### config.mk
export PLATFORM = sky130hd
export DESIGN_NAME = bsk_com_filter_flat
export DESIGN_NICKNAME = d
export VERILOG_FILES = /design/src/rtl/bsk_com_filter_if.sv /design/src/rtl/bsk_com_filter.sv /design/src/flat_wrapper.sv
export SDC_FILE = /design/constraint.sdc
export NUM_CORES = 1
export LEC_CHECK = 0
export BUFFER_PORTS_ARGS = -buffer_cell sky130_fd_sc_hd__buf_2
export CAP_MARGIN = 20
export CORE_ASPECT_RATIO = 1.5
export CORE_UTILIZATION = 30
export CTS_CLUSTER_DIAMETER = 40
export DETAILED_ROUTE_END_ITERATION = 8
export SETUP_SLACK_MARGIN = 0.4
export SLEW_MARGIN = 40
export SYNTH_ARGS = -nofsm -noshare
export SYNTH_HDL_FRONTEND = slang
export SYNTH_SLANG_ARGS = --single-unit
### constraint.sdc
create_clock -name clk -period 5.37 [get_ports clk]
set_input_delay 1.074 -clock clk [delete_from_list [all_inputs] [get_ports clk]]
set_output_delay 1.074 -clock clk [all_outputs]
set_load 0.005 [all_outputs]
### src/rtl/bsk_com_filter_if.sv
`default_nettype none
// ============================================================================
//  Module      : bsk_com_filter_if
//  Description : Command-line bundle between the optocoupler inputs and the
//                BSK command filter.
//  Revision    : 1.0 - initial release
// ============================================================================
interface bsk_com_filter_if #(
    parameter int WIDTH = 16
);
    logic             iBl;
    logic [WIDTH-1:0] iComRaw;
    logic [WIDTH-1:0] oCom;
    logic             oChange;
    logic             oTick;

    modport master (
        output iBl,
        output iComRaw,
        input  oCom,
        input  oChange,
        input  oTick
    );

    modport slave (
        input  iBl,
        input  iComRaw,
        output oCom,
        output oChange,
        output oTick
    );
endinterface
`default_nettype wire

### src/rtl/bsk_com_filter.sv
`default_nettype none
// ============================================================================
//  Module      : bsk_com_filter
//  Description : Synchronises active-low command lines and debounces each one
//                with a saturating integrator with hysteresis.
//  Revision    : 1.0 - initial release
// ============================================================================
module bsk_com_filter #(
    parameter int WIDTH      = 16,
    parameter int SAMPLE_DIV = 8,
    parameter int FILT_LEN   = 4
) (
    input  logic                  clk,
    input  logic                  iRes,
    bsk_com_filter_if.slave       bus
);

    localparam int c_CW = $clog2(FILT_LEN + 1);
    localparam int c_PW = (SAMPLE_DIV > 1) ? $clog2(SAMPLE_DIV) : 1;
    localparam logic [c_PW-1:0] c_PMAX = c_PW'(SAMPLE_DIV - 1);
    localparam logic [c_CW-1:0] c_FULL = c_CW'(FILT_LEN);

    logic [c_PW-1:0]  r_presc;
    logic [c_PW-1:0]  w_prescNext;
    logic             r_tick;
    logic [WIDTH-1:0] r_sync1;
    logic [WIDTH-1:0] r_sync2;
    logic [WIDTH-1:0] r_com;
    logic [WIDTH-1:0] w_comNext;
    logic             r_change;

    assign w_prescNext = (r_presc == c_PMAX) ? '0 : r_presc + 1'b1;

    // Tick is registered from the next prescaler value so it is low in reset
    always_ff @(posedge clk) begin
        if (iRes) begin
            r_presc <= '0;
            r_tick  <= 1'b0;
        end else begin
            r_presc <= w_prescNext;
            r_tick  <= (w_prescNext == c_PMAX);
        end
    end

    always_ff @(posedge clk) begin
        if (iRes) begin
            r_sync1 <= '0;
            r_sync2 <= '0;
        end else begin
            r_sync1 <= ~bus.iComRaw;
            r_sync2 <= r_sync1;
        end
    end

    for (genvar i = 0; i < WIDTH; i++) begin : g_chan
        logic [c_CW-1:0] r_cnt;
        logic [c_CW-1:0] w_cntNext;
        logic            w_bitNext;

        always_comb begin
            w_cntNext = r_cnt;
            if (!bus.iBl) begin
                w_cntNext = '0;
            end else if (r_tick) begin
                if (r_sync2[i] && (r_cnt != c_FULL)) begin
                    w_cntNext = r_cnt + 1'b1;
                end else if (!r_sync2[i] && (r_cnt != '0)) begin
                    w_cntNext = r_cnt - 1'b1;
                end
            end
        end

        // Output only moves at the rails of the integrator, giving hysteresis
        always_comb begin
            w_bitNext = r_com[i];
            if (!bus.iBl) begin
                w_bitNext = 1'b0;
            end else if (w_cntNext == c_FULL) begin
                w_bitNext = 1'b1;
            end else if (w_cntNext == '0) begin
                w_bitNext = 1'b0;
            end
        end

        assign w_comNext[i] = w_bitNext;

        always_ff @(posedge clk) begin
            if (iRes) begin
                r_cnt <= '0;
            end else begin
                r_cnt <= w_cntNext;
            end
        end
    end

    always_ff @(posedge clk) begin
        if (iRes) begin
            r_com    <= '0;
            r_change <= 1'b0;
        end else begin
            r_com    <= w_comNext;
            r_change <= |(w_comNext ^ r_com);
        end
    end

    assign bus.oCom    = r_com;
    assign bus.oChange = r_change;
    assign bus.oTick   = r_tick;

endmodule
`default_nettype wire
### src/flat_wrapper.sv
// flat-port wrapper written by rule: the top's interface ports become plain ports
module bsk_com_filter_flat 
#(
    parameter int WIDTH      = 16,
    parameter int SAMPLE_DIV = 8,
    parameter int FILT_LEN   = 4
)
  (clk, iRes, bus_iBl, bus_iComRaw, bus_oCom, bus_oChange, bus_oTick);
  bsk_com_filter_if #(.WIDTH(WIDTH)) bus_i ();
  input  logic clk;
  input  logic iRes;
  input wire logic [$bits(bus_i.iBl)-1:0] bus_iBl;
  input wire logic [$bits(bus_i.iComRaw)-1:0] bus_iComRaw;
  output wire logic [$bits(bus_i.oCom)-1:0] bus_oCom;
  output wire logic [$bits(bus_i.oChange)-1:0] bus_oChange;
  output wire logic [$bits(bus_i.oTick)-1:0] bus_oTick;
  assign bus_i.iBl = bus_iBl;
  assign bus_i.iComRaw = bus_iComRaw;
  assign bus_oCom = bus_i.oCom;
  assign bus_oChange = bus_i.oChange;
  assign bus_oTick = bus_i.oTick;
  bsk_com_filter #(.WIDTH(WIDTH), .SAMPLE_DIV(SAMPLE_DIV), .FILT_LEN(FILT_LEN)) u_core (.clk(clk), .iRes(iRes), .bus(bus_i));
endmodule
==> flow_metrics.env, run 1 <==
export IMPL_outcome="completed"
export IMPL_finClkSkew_ns=0.00763
export IMPL_start_kind="primary input"
export IMPL_hpwl_um=8230
export IMPL_ys_flop_type="dfxtp_1"
export IMPL_synth_top_cell_area_share=0.353
export IMPL_ys_types=65
export IMPL_fin_nets=737
export IMPL_cts_resized=0
export IMPL_cts_max_path_buffers=2
export IMPL_vias_per_cell=4.69
export IMPL_slew_headroom=0.505
export IMPL_synth_edf_count=0
export IMPL_ctsRootBufferMaster="clkbuf_16"
export IMPL_cts_htree_levels=3
export IMPL_setup_violations=0
export IMPL_yosys_area_top_type="dfxtp_1"
export IMPL_slew_viol_final=0
export IMPL_crit_start="bus_iBl"
export IMPL_async_flop_share=0
export IMPL_synth_area_sq_mm=0.00573
export IMPL_postCtsSetupBuffers=0
export IMPL_timing_worst_setup_path_type="primary input to flip-flop"
export IMPL_antenna_found_initial=0
export IMPL_fp_dieH_um=171
export IMPL_drt_first_iter_violations=201
export IMPL_grt_pass1_vias=4220
export IMPL_hp_start="u_core.r_sync1[3]$_SDFF_PP0_"
export IMPL_postCtsHoldBufs=0
export IMPL_core_region_area_sq_mm=0.0186
export IMPL_cap_violations=0
export IMPL_die_x_um=115
export IMPL_cts_sinks=101
export IMPL_synth_area_top_cells="dfxtp_1 (35%), ha_1 (11%), xnor2_1 (7.0%), nor2_1 (5.0%), nor2b_1 (4.2%)"
export IMPL_worst_pin_slew_ns=0.743
export IMPL_drc=0
export IMPL_crit_path_top_delay_cell="o32ai_1"
export IMPL_pin_count=37
export IMPL_cp_required_ns=5.57
export IMPL_ant_nets=0
export IMPL_syn_to_final_growth_pct=11.0
export IMPL_hold_class="flip-flop to flip-flop"
export IMPL_timing_fmax_ghz=0.328
export IMPL_critPathCaptureType="flip-flop"
export IMPL_num_vias=4324
export IMPL_grt_pass1_wl_um=20400
export IMPL_drive_gt1_frac=0.106
export IMPL_p_leak_nw=2.58
export IMPL_std_cell_rows=61
export IMPL_max_stage_delay_ns=0.53
export IMPL_rsz0062_at_grt="false"
export IMPL_min_period_ns=3.05
export IMPL_max_vdd_ir_drop_uv=145
export IMPL_ys_ff_latch=101
export IMPL_post_route_period_util=0.568
export IMPL_clk_latency_ns=0.35
export IMPL_post_drt_wl_per_cell_um=13.0
export IMPL_crit_chain="buf_2 > buf_4 > nand2_2 > o32ai_1 > xor2_1 > a222oi_1 > and4bb_1 > a41oi_1"
export IMPL_syn_num_nets=713
export IMPL_dr_pass1_iters=5
export IMPL_seq_area_frac_synth=0.353
export IMPL_syn_inst=643
export IMPL_grtUsageTotal=0.133
export IMPL_fillers=2005
export IMPL_crit_family="compound AO/OA/AOI/OAI gates"
export IMPL_hold_violations=0
export IMPL_io_buffers=36
export IMPL_critical_path_max_fanout=26
export IMPL_wirelength_um=11900
export IMPL_cts_buffers=9
export IMPL_ys_warnings_count=0
export IMPL_crit_buf_inv=2
export IMPL_design_area_sq_mm=0.00636
export IMPL_clk_pin_slew_ns=0.07
export IMPL_dpl_instance_area_sq_mm=0.00608
export IMPL_cts_tree="done"
export IMPL_die_area_sq_mm=0.0197
export IMPL_diodes=0
export IMPL_avgSynthCellArea_sq_um=8.91
export IMPL_reg2reg_from="u_core.bus.oTick$_SDFF_PP0_"
export IMPL_initial_core_util=0.308
export IMPL_place_congestion=0.789
export IMPL_critPathArrivalTime_ns=3.25
export IMPL_final_setup_tns_ns=0
export IMPL_gr_total_overflow=0
export IMPL_powerDensity_mw_per_mm2=230
export IMPL_grt_max_degree=67
==> worst register-to-register path: stages (launching register included) <==
cell and delay (ns):
dfxtp_1 0.34, buf_4 0.39, nand2_2 0.35, o32ai_1 0.53, xor2_1 0.12, a222oi_1 0.33
and4bb_1 0.24, a41oi_1 0.09
==> area by class of cell <==
class,count,area [sq um],share of cell area
timing repair buffer,39,203,0.0319
multi-input combinational,462,3340,0.526
tap,252,315,0.0496
clock inverter,3,40.0,0.00630
inverter,54,203,0.0319
sequential,101,2020,0.318
clock buffer,10,229,0.0360
==> sequential cells by signal, summed over array words and instances, names as in the netlist <==
| register | count |
|---|---|
| u_core.r_sync1 | 16 |
| u_core.bus.oCom | 16 |
| u_core.bus.oTick | 1 |
| u_core.r_presc | 3 |
| u_core.g_chan.r_cnt | 48 |
| u_core.bus.oChange | 1 |
| u_core.r_sync2 | 16 |
==> cells by family (layout without fill, tap and decap cells) <==
| family | after synthesis | after routing | synth area share |
|---|---|---|---|
| AOI/OAI and AO/OA | 130 | 130 | 0.166 |
| buffers and inverters | 80 | 106 | 0.0642 |
| DFF | 101 | 101 | 0.353 |
| adders and majority gates | 51 | 51 | 0.111 |
| and+or+nand+nor | 196 | 196 | 0.170 |
| xor gates and xnor gates | 65 | 65 | 0.0994 |
| muxes | 20 | 20 | 0.0358 |
==> per-stage QoR <==
step / util / cells / power (W) / hold WS (ns) / setup WS [ns]
2_1_floorplan: - / 643 / 0.000831 / 0.414 / 2.92
3_3_place_gp: 0.327 / 908 / 0.000850 / 0.418 / 2.00
3_5_place_dp: 0.327 / 908 / 0.000851 / 0.425 / 1.95
4_1_cts: 0.341 / 921 / 0.00148 / 0.441 / 2.32
5_1_grt: 0.341 / 921 / 0.00153 / 0.457 / 2.08
6_report: 0.341 / 921 / 0.00146 / 0.436 / 2.32
==> worst paths after layout <==
path / depth (start not counted) / to / slack (ns)
min: 1 / u_core.r_sync2[3]$_SDFF_PP0_ / 0.44
max reg2reg: 7 / u_core.bus.oChange$_SDFF_PP0_ / 2.82
max: 8 / u_core.bus.oChange$_SDFF_PP0_ / 2.32
min reg2reg: 1 / u_core.r_sync2[3]$_SDFF_PP0_ / 0.44
==> cell usage in the layout, fill, tap and decap left out, types with 3 or more instances in the layout <==
cell type	n
nand4_1	4
xnor2_1	46
nand2_1	35
or3b_1	3
o21ai_0	13
o22ai_1	7
nor3b_1	4
mux2i_1	19
a31oi_1	8
a2bb2oi_1	3
inv_1	53
xor2_1	19
nor3_1	6
nand2b_1	3
nor2_1	77
ha_1	51
clkbuf_16	9
a222oi_1	3
a21o_1	6
buf_4	3
a211oi_1	10
a22oi_1	4
nand4b_1	4
nand3b_1	5
nor2b_1	38
buf_2	36
a21oi_2	6
o211ai_1	4
a32oi_2	3
dfxtp_1	101
nand3_1	8
o311ai_0	5
a21boi_0	3
a21oi_1	31
==> power by group <==
| group | total [W] | leakage, nW | switching, W | internal [W] |
|---|---|---|---|---|
| combinational | 0.0000592 | 1.63 | 0.0000357 | 0.0000235 |
| clock | 0.000628 | 0.134 | 0.000275 | 0.000352 |
| sequential | 0.000774 | 0.821 | 0.0000114 | 0.000762 |
| total | 0.00146 | 2.58 | 0.000323 | 0.00114 |
==> cells in the mapped netlist (4+ instances only) <==
cell      instances
nand3_1           8
ha_1             51
nand3b_1          5
a21o_1            6
nand4b_1          4
nand4_1           4
a211oi_1         10
a21oi_2           6
nor3_1            6
clkbuf_1         10
inv_1            53
a21oi_1          31
a22oi_1           4
o211ai_1          4
buf_6             5
o21ai_0          13
nand2_1          35
o22ai_1           7
xor2_1           19
nand2b_1          4
dfxtp_1         101
a31oi_1           8
xnor2_1          46
mux2i_1          19
nor2b_1          38
o311ai_0          5
nor3b_1           4
nor2_1           77
buf_4             7
==> metal layers <==
metal / vias up / track usage / part of all wire / routed length, um
met5: - / 0 / 0 / 0
met4: 0 / 0.0666 / 0.026 / 306
met3: 19 / 0.0211 / 0.027 / 320
met2: 46 / 0.233 / 0.48 / 5770
met1: 2022 / 0.155 / 0.46 / 5530
li1: 2237 / - / - / -
No activity file was read; power rests on OpenSTA's default activity.
==> run 2, diff against run 1 <==
- ABC_AREA: unset -> 1
- clock period: 5.37 -> 3.15 ns (I/O delays scaled with it)
==> run 2 against run 1 <==
Compared with the run above:
- hold slack got worse by 0.034 ns
- critical path depth decreased by 6
- cell count increased by 37%
- clock power increased by 93%
- critical path type is now flip-flop to output pin
- critical endpoint is now bus_oTick
- largest cell class unchanged
==> flow_metrics.env, run 2 <==
export IMPL_grt_max_degree=59
export IMPL_ys_warnings_count=0
export IMPL_num_vias=5832
export IMPL_final_util=0.344
export IMPL_cap_violations=0
export IMPL_ys_ff_latch=101
export IMPL_wirelength_um=13600
export IMPL_pin_count=37
export IMPL_fp_dieH_um=180
export IMPL_synth_edf_count=0
export IMPL_ys_types=22
export IMPL_start_kind="flip-flop"
export IMPL_ys_flop_type="dfxtp_1"
export IMPL_clk_pin_slew_ns=0.07
export IMPL_final_setup_tns_ns=0
export IMPL_fillers=2234
export IMPL_hold_violations=0
export IMPL_cp_required_ns=2.52
export IMPL_place_worst_setup_slack_ns=0.883
export IMPL_hold_class="flip-flop to flip-flop"
export IMPL_vias_per_cell=4.64
export IMPL_max_stage_delay_ns=0.74
export IMPL_slew_viol_final=0
export IMPL_crit_buf_inv=2
export IMPL_post_route_period_util=0.685
export IMPL_place_congestion=0.823
export IMPL_finClkSkew_ns=0.00733
export IMPL_cts_htree_levels=3
export IMPL_die_area_sq_mm=0.0217
export IMPL_crit_path_top_delay_cell="dfxtp_4"
export IMPL_synth_area_sq_mm=0.00633
export IMPL_ctsRootBufferMaster="clkbuf_16"
export IMPL_top_register="u_core.g_chan.r_cnt"
export IMPL_timing_fmax_ghz=0.464
export IMPL_cts_sinks=101
export IMPL_largest_reg_flops=48
export IMPL_post_drt_wl_per_cell_um=10.8
export IMPL_fin_nets=1060
export IMPL_final_common_cell="nand2_1"
export IMPL_setup_violations=0
export IMPL_critPathCaptureType="output pin"
export IMPL_rsz0062_at_grt="false"
export IMPL_min_period_ns=2.16
export IMPL_gr_total_overflow=0
export IMPL_crit_chain="buf_4 > buf_2"
export IMPL_slew_headroom=0.574
export IMPL_final_cell_mix="nand2_1 (268), inv_1 (165), nor2_1 (128)"
export IMPL_syn_num_nets=1035
export IMPL_ant_nets=0
export IMPL_antenna_found_initial=0
export IMPL_seq_area_frac_synth=0.320
export IMPL_max_vdd_ir_drop_uv=219
export IMPL_critPathArrivalTime_ns=1.53
export IMPL_cts_max_path_buffers=2
export IMPL_fin_ws_ns=0.993
export IMPL_critical_path_max_fanout=50
export IMPL_synth_most_common_cell="nand2_1"
export IMPL_drive_gt1_frac=0.0915
export IMPL_grtUsageTotal=0.134
export IMPL_cts_resized=0
export IMPL_diodes=0
export IMPL_crit_family="flip-flops"
export IMPL_die_x_um=121
export IMPL_min_path_cells=2
export IMPL_std_cell_rows=64
export IMPL_drt_first_iter_violations=207
export IMPL_powerDensity_mw_per_mm2=380
export IMPL_synth_area_top_cells="dfxtp_1 (32%), nand2_1 (16%), ha_1 (10%), inv_1 (9.8%), nand3_1 (8.0%)"
export IMPL_worst_pin_slew_ns=0.639
export IMPL_hpwl_um=9980
export IMPL_cts_tree="done"
export IMPL_outcome="completed"
export IMPL_avgSynthCellArea_sq_um=6.56
export IMPL_io_buffers=36
export IMPL_async_flop_share=0
export IMPL_rr_worst_depth=12
export IMPL_drc=0
export IMPL_postCtsSetupBuffers=0
export IMPL_postCtsHoldBufs=0
export IMPL_p_leak_nw=3.70
export IMPL_dr_pass1_iters=4
export IMPL_yosys_top_cells_count="nand2_1 (268), inv_1 (165), nor2_1 (128), dfxtp_1 (101), nand3_1 (101)"
export IMPL_cp_depth=2
export IMPL_syn_to_final_growth_pct=11.5
export IMPL_yosys_area_top_type="dfxtp_1"
export IMPL_grt_pass1_vias=5564
export IMPL_syn_inst=965
export IMPL_initial_core_util=0.309
export IMPL_synth_top_cell_area_share=0.320
export IMPL_core_region_area_sq_mm=0.0205
export IMPL_clk_latency_ns=0.35
export IMPL_grt_pass1_wl_um=23900
export IMPL_timing_worst_setup_path_type="flip-flop to output pin"
export IMPL_cts_buffers=9
## run 2: area by class of cell
| type | count | area [sq um] | share of cell area |
|---|---|---|---|
| Clock inverter | 5 | 82.6 | 0.0117 |
| Inverter | 166 | 623 | 0.0883 |
| Multi-Input combinational cell | 671 | 3500 | 0.496 |
| Timing Repair Buffer | 41 | 258 | 0.0365 |
| Clock buffer | 10 | 239 | 0.0339 |
| Tap cell | 264 | 330 | 0.0468 |
| Sequential cell | 101 | 2030 | 0.287 |
## run 2: stage by stage
step / hold slack [ns] / area (sq um) / total power [W] / cells
5_1_grt: 0.407 / 7060 / 0.00281 / 1258
3_5_place_dp: 0.394 / 6730 / 0.00150 / 1243
6_report: 0.402 / 7060 / 0.00268 / 1258
4_1_cts: 0.404 / 7060 / 0.00273 / 1258
2_1_floorplan: 0.388 / 6330 / 0.00146 / 965
3_3_place_gp: 0.390 / 6730 / 0.00150 / 1243
## run 2: worst min-delay path, cell delays in order (launching register included)
cell	delay (ns)
dfxtp_1	0.30
inv_1	0.04
nor2_1	0.03
## run 2: cell families (layout without fill, tap and decap cells)
kind of cell / Yosys count / count (layout) / share of synthesized area
buffers and inverters: 193 / 222 / 0.128
AOI/OAI and AO/OA: 48 / 48 / 0.0471
and+or+nand+nor: 572 / 572 / 0.405
adders and majority gates: 51 / 51 / 0.101
DFF: 101 / 101 / 0.320
## run 2: final timing paths
check | from | end | slack, ns
min | u_core.r_sync1[11]$_SDFF_PP0_ | u_core.r_sync2[11]$_SDFF_PP0_ | 0.40
max | u_core.bus.oTick$_SDFF_PP0_ | bus_oTick | 0.99
max reg2reg | u_core.bus.oTick$_SDFF_PP0_ | u_core.bus.oChange$_SDFF_PP0_ | 1.07
min reg2reg | u_core.r_sync1[11]$_SDFF_PP0_ | u_core.r_sync2[11]$_SDFF_PP0_ | 0.40
## run 2: report_power, final
| part | total (W) | internal (W) | leakage, nW | switching, W |
|---|---|---|---|---|
| sequential | 0.00132 | 0.00130 | 0.822 | 0.0000190 |
| combinational | 0.000149 | 0.0000507 | 2.72 | 0.0000984 |
| clock | 0.00121 | 0.000717 | 0.156 | 0.000497 |
| total | 0.00268 | 0.00207 | 3.70 | 0.000614 |
## run 2: metal layers
| metal | up-vias | share of wire | track usage |
|---|---|---|---|
| met5 | - | 0 | 0 |
| li1 | 3082 | - | - |
| met3 | 21 | 0.030 | 0.0238 |
| met4 | 0 | 0.026 | 0.0612 |
| met2 | 70 | 0.51 | 0.249 |
| met1 | 2659 | 0.43 | 0.143 |
